[src/rtl/a_b_req_arbiter.sv]
// Round-robin arbiter that funnels NUM_REQ valid/ready requesters onto the
// single A->B request channel as registered one-cycle pulses with a minimum idle gap.
module a_b_req_arbiter #(
  parameter int NUM_REQ = 4,
  parameter int ADDR_W  = 12,
  parameter int MIN_GAP = 0
) (
  input  logic                      clk,
  input  logic                      rst,
  input  logic [NUM_REQ-1:0]        req_valid,
  input  logic [NUM_REQ*ADDR_W-1:0] req_address,
  output logic [NUM_REQ-1:0]        req_ready,
  input  logic                      b_stall,
  output logic                      Valid,
  output logic [ADDR_W-1:0]         Address,
  output logic [$clog2(NUM_REQ)-1:0] grant_id,
  output logic                      busy
);

  localparam int ID_W  = $clog2(NUM_REQ);
  localparam int GAP_W = 4;

  logic              valid_q, valid_d;
  logic [ADDR_W-1:0] addr_q, addr_d;
  logic [ID_W-1:0]   gid_q, gid_d;
  logic [ID_W-1:0]   ptr_q, ptr_d;
  logic [GAP_W-1:0]  gap_q, gap_d;

  logic              can_accept;
  logic              hit;
  logic              hs;
  logic [ID_W-1:0]   win;

  // Wraps base+k into 0..NUM_REQ-1; also correct for non-power-of-two NUM_REQ.
  function automatic logic [ID_W-1:0] wrap_add(input logic [ID_W-1:0] base, input int k);
    int s;
    s = int'(base) + k;
    if (s >= NUM_REQ) s = s - NUM_REQ;
    return ID_W'(s);
  endfunction

  always_comb begin
    can_accept = !rst && !b_stall && (gap_q == '0);
    hit        = 1'b0;
    win        = '0;
    for (int k = 0; k < NUM_REQ; k++) begin
      if (!hit && req_valid[wrap_add(ptr_q, k)]) begin
        hit = 1'b1;
        win = wrap_add(ptr_q, k);
      end
    end
    hs        = can_accept && hit;
    req_ready = '0;
    if (hs) req_ready[win] = 1'b1;
  end

  always_comb begin
    valid_d = hs;
    addr_d  = addr_q;
    gid_d   = gid_q;
    ptr_d   = ptr_q;
    gap_d   = (gap_q != '0) ? gap_q - 1'b1 : '0;
    if (hs) begin
      addr_d = req_address[int'(win)*ADDR_W +: ADDR_W];
      gid_d  = win;
      ptr_d  = wrap_add(win, 1);
      gap_d  = GAP_W'(MIN_GAP);
    end
  end

  always_ff @(posedge clk) begin
    if (rst) begin
      valid_q <= 1'b0;
      addr_q  <= '0;
      gid_q   <= '0;
      ptr_q   <= '0;
      gap_q   <= '0;
    end else begin
      valid_q <= valid_d;
      addr_q  <= addr_d;
      gid_q   <= gid_d;
      ptr_q   <= ptr_d;
      gap_q   <= gap_d;
    end
  end

  assign Valid    = valid_q;
  assign Address  = addr_q;
  assign grant_id = gid_q;
  assign busy     = valid_q || (gap_q != '0);

endmodule

[config.mk]
export PLATFORM = sky130hd
export DESIGN_NAME = a_b_req_arbiter
export DESIGN_NICKNAME = d
export VERILOG_FILES = /design/src/rtl/a_b_req_arbiter.sv
export SDC_FILE = /design/constraint.sdc
export NUM_CORES = 1
export LEC_CHECK = 0
export ABC_AREA = 0
export CAP_MARGIN = 15
export CORE_ASPECT_RATIO = 0.7
export CORE_UTILIZATION = 25
export DETAILED_ROUTE_END_ITERATION = 7
export PLACE_DENSITY = 0.71
export SLEW_MARGIN = 20
export SYNTH_ARGS = -nofsm -noshare
export SYNTH_HDL_FRONTEND = slang
export SYNTH_SLANG_ARGS = --single-unit
[constraint.sdc]
create_clock -name clk -period 1.8 [get_ports clk]
set_input_delay 0.45 -clock clk [delete_from_list [all_inputs] [get_ports clk]]
set_output_delay 0.45 -clock clk [all_outputs]
set_load 0.01 [all_outputs]
==> reports/qor.txt <==
N_diodes -> 0
First-pass GRT wire length -> 6.42 mm
Initial DRC Count -> 19
IO buf count -> 74
CP max FO -> 4
VDD IR max -> 0.326 mV
Syn_nets -> 179
Mean Syn Cell Area -> 10.7 um^2
Grt ovf -> 0
Clk buf depth -> 2
Max Fclk -> 0.428 GHz
P&R area growth vs syn -> 85.4%
Initial antenna violation count -> 0
Num CTS Buffers -> 3
Yosys warnings -> 0
Layout cells sized above 1 -> 32.4%
Post-route clock period utilization -> 130%
Floorplan core area -> 0.00491 mm^2
Worst-case hold slack -> 463 ps
Post-synth cell types -> 34
Max-cap viol count -> 0
Die H -> 62.6 um
Pwr Total -> 2.58 mW
Full die area -> 0.00555 mm^2
Die width -> 88.6 um
Gr usage total -> 14.8%
Failing checks -> setup timing
Number of global-route vias before repair -> 1347
Setup crit start -> gap_q[0]
Routed Antenna Nets -> 0
Crit. End Element -> primary output
Kind of critical path -> reg2out
H-tree Lvls -> 1
Row count -> 21
Clock Skew -> 4.42 ps
Most common cell after layout, fill and taps aside -> clkdlybuf4s50_1
Hpwl dp -> 2.70 mm
Min-Delay Startpoint -> grant_id[1]
Sequential share of the synthesized area -> 32.0%
CP arrival -> 1890 ps
CP max stage cell -> or3_4
Cell area after placement -> 0.00225 mm^2
Root buffer cell -> clkbuf_8
Most frequent cells in the layout -> clkdlybuf4s50_1 (65), mux2i_1 (24), buf_4 (22), dfxtp_1 (19), nand3b_1 (13)
Hold-fix buffer count after cts -> 0
Fin nets -> 276
Slew Limit Headroom -> 82.0%
Final-report hold violation count -> 0
Bufs and invs on worst path -> 3
Wire per inst -> 14.1 um
Critical path, cell by cell -> inv_2 -> ha_4 -> nor3b_4 -> o41ai_2 -> or3_4 -> clkinv_8 -> and3_4 -> buf_6
Status -> complete, but fails checks
Starting Density -> 26.7%
Clk sinks -> 21
Via density -> 4.56
P_leak -> 1.01 nW
Cells after synthesis -> 123
CTS tree -> done
Netlist area before placement -> 0.00131 mm^2
Total number of vias -> 1314
Slew @ Worst Pin -> 268 ps
Count of pins over their slew limit -> 0
Worst min path class -> reg2reg
P per Cell Area -> 1060 mW/mm^2
Final min period -> 2340 ps
GP Congestion -> 0.711
DRC violations left -> 0
Required time of the critical path -> 1350 ps
# IOs -> 75
Worst-path clk slew -> 80 ps
Final WS setup -> -539 ps
# setup viols final -> 21
Critical path's largest stage delay -> 420 ps
Pin count of the biggest net entering global routing -> 21
FF+latch count, synth -> 21
Worst r2r src -> gap_q[0]
Initial DRT Pass Iterations -> 4
Final wirelength -> 4.06 mm
CP Launch Type -> flop
RSZ-0062 raised after global routing -> yes
Clk Latency, worst-skew pair -> 260 ps
Crit path max-delay family -> simple AND/OR/NAND/NOR gates
Post-Layout Inst Area -> 0.00243 mm^2
-- what timing repair did --
item / 4_1_cts / 5_1_grt
gates cloned: 1 / 1
pin swaps: 6 / 1
setup buffers: 8 / 1
resized for setup: 38 / 5
endpoints found under the setup margin: 21 / 21
-- registers in the layout, indices dropped and copies added (netlist names) --
register,cells
gap_q,4
Address,12
ptr_q,2
grant_id,2
Valid,1
-- worst reg2reg max path: cells and delay by family, from the launching register on --
kind | cells | cell delay, ps
flops | 1 | 340
fa+ha+maj | 1 | 120
compound gates | 2 | 270
simple gates | 3 | 740
buf+inv | 4 | 440
-- kinds of logic after synthesis --
group / share of synthesized area, %
mux: 18.3
simple gates: 22.6
xor+xnor: 0.667
buf+inv: 6.96
flops: 32.0
fa+ha+maj: 0.953
compound gates: 18.5
-- synthesized netlist by cell type (all sizes together) --
master | number | area (um^2)
dfxtp | 21 | 420
ha | 1 | 12.5
a21oi | 4 | 20.0
nor4b | 1 | 15.0
nor2 | 9 | 41.3
o221ai | 12 | 168
buf | 6 | 60.1
inv | 2 | 7.51
o32ai | 1 | 16.3
mux2i | 24 | 240
nor3b | 1 | 18.8
nand2b | 1 | 6.26
nand3b | 13 | 97.6
nand2 | 4 | 25.0
o41ai | 1 | 8.76
or3 | 2 | 12.5
a21boi | 1 | 7.51
nor3 | 4 | 20.0
o32a | 1 | 10.0
xnor2 | 1 | 8.76
nor2b | 4 | 27.5
and3 | 2 | 12.5
a211oi | 1 | 7.51
nor4 | 1 | 12.5
o21ai | 1 | 5.00
clkbuf | 2 | 7.51
or2b | 1 | 7.51
clkinv | 1 | 16.3
-- layout make-up --
cell class,instances,area [um^2]
Multi-Input combinational cell,91,897
Inverter,3,23.8
Tap cell,69,86.3
Clock buffer,4,45.0
Sequential cell,21,423
Timing Repair Buffer,100,958
Fill cell,484,2480
-- path summary, 6_finish.rpt --
kind	end	slack [ps]	depth (start not counted)
hold / removal	grant_id[1]	460	2
setup / recovery	req_ready[0]	-540	8
hold reg to reg	grant_id[1]	460	2
setup reg to reg	Address[1]	-190	10
-- per-layer routing --
layer / track usage, % / wire length [um]
met2: 24.3 / 1800
met4: 0.605 / 6
met1: 19.5 / 1920
met3: 5.42 / 345
met5: 0 / 0
-- through the flow --
stage / utilization (%) / setup slack [ps] / TNS (ps) / cells
finish: 49.5 / -539 / -4370 / 288
global route: 49.5 / -645 / -6420 / 288
CTS: 48.8 / -569 / -4580 / 286
detailed placement: 45.8 / -991 / -13600 / 274
global placement: 45.8 / -1010 / -13640 / 274
floorplan: - / -199 / -742 / 123
-- power by group --
group	total (mW)	leakage, nW	switching (mW)	internal [mW]
Sequential	0.712	0.173	0.0970	0.615
Combinational	1.56	0.817	0.656	0.906
Clock	0.304	0.0228	0.146	0.157
Total	2.58	1.01	0.900	1.68
No activity file was read; power rests on OpenSTA's default activity.
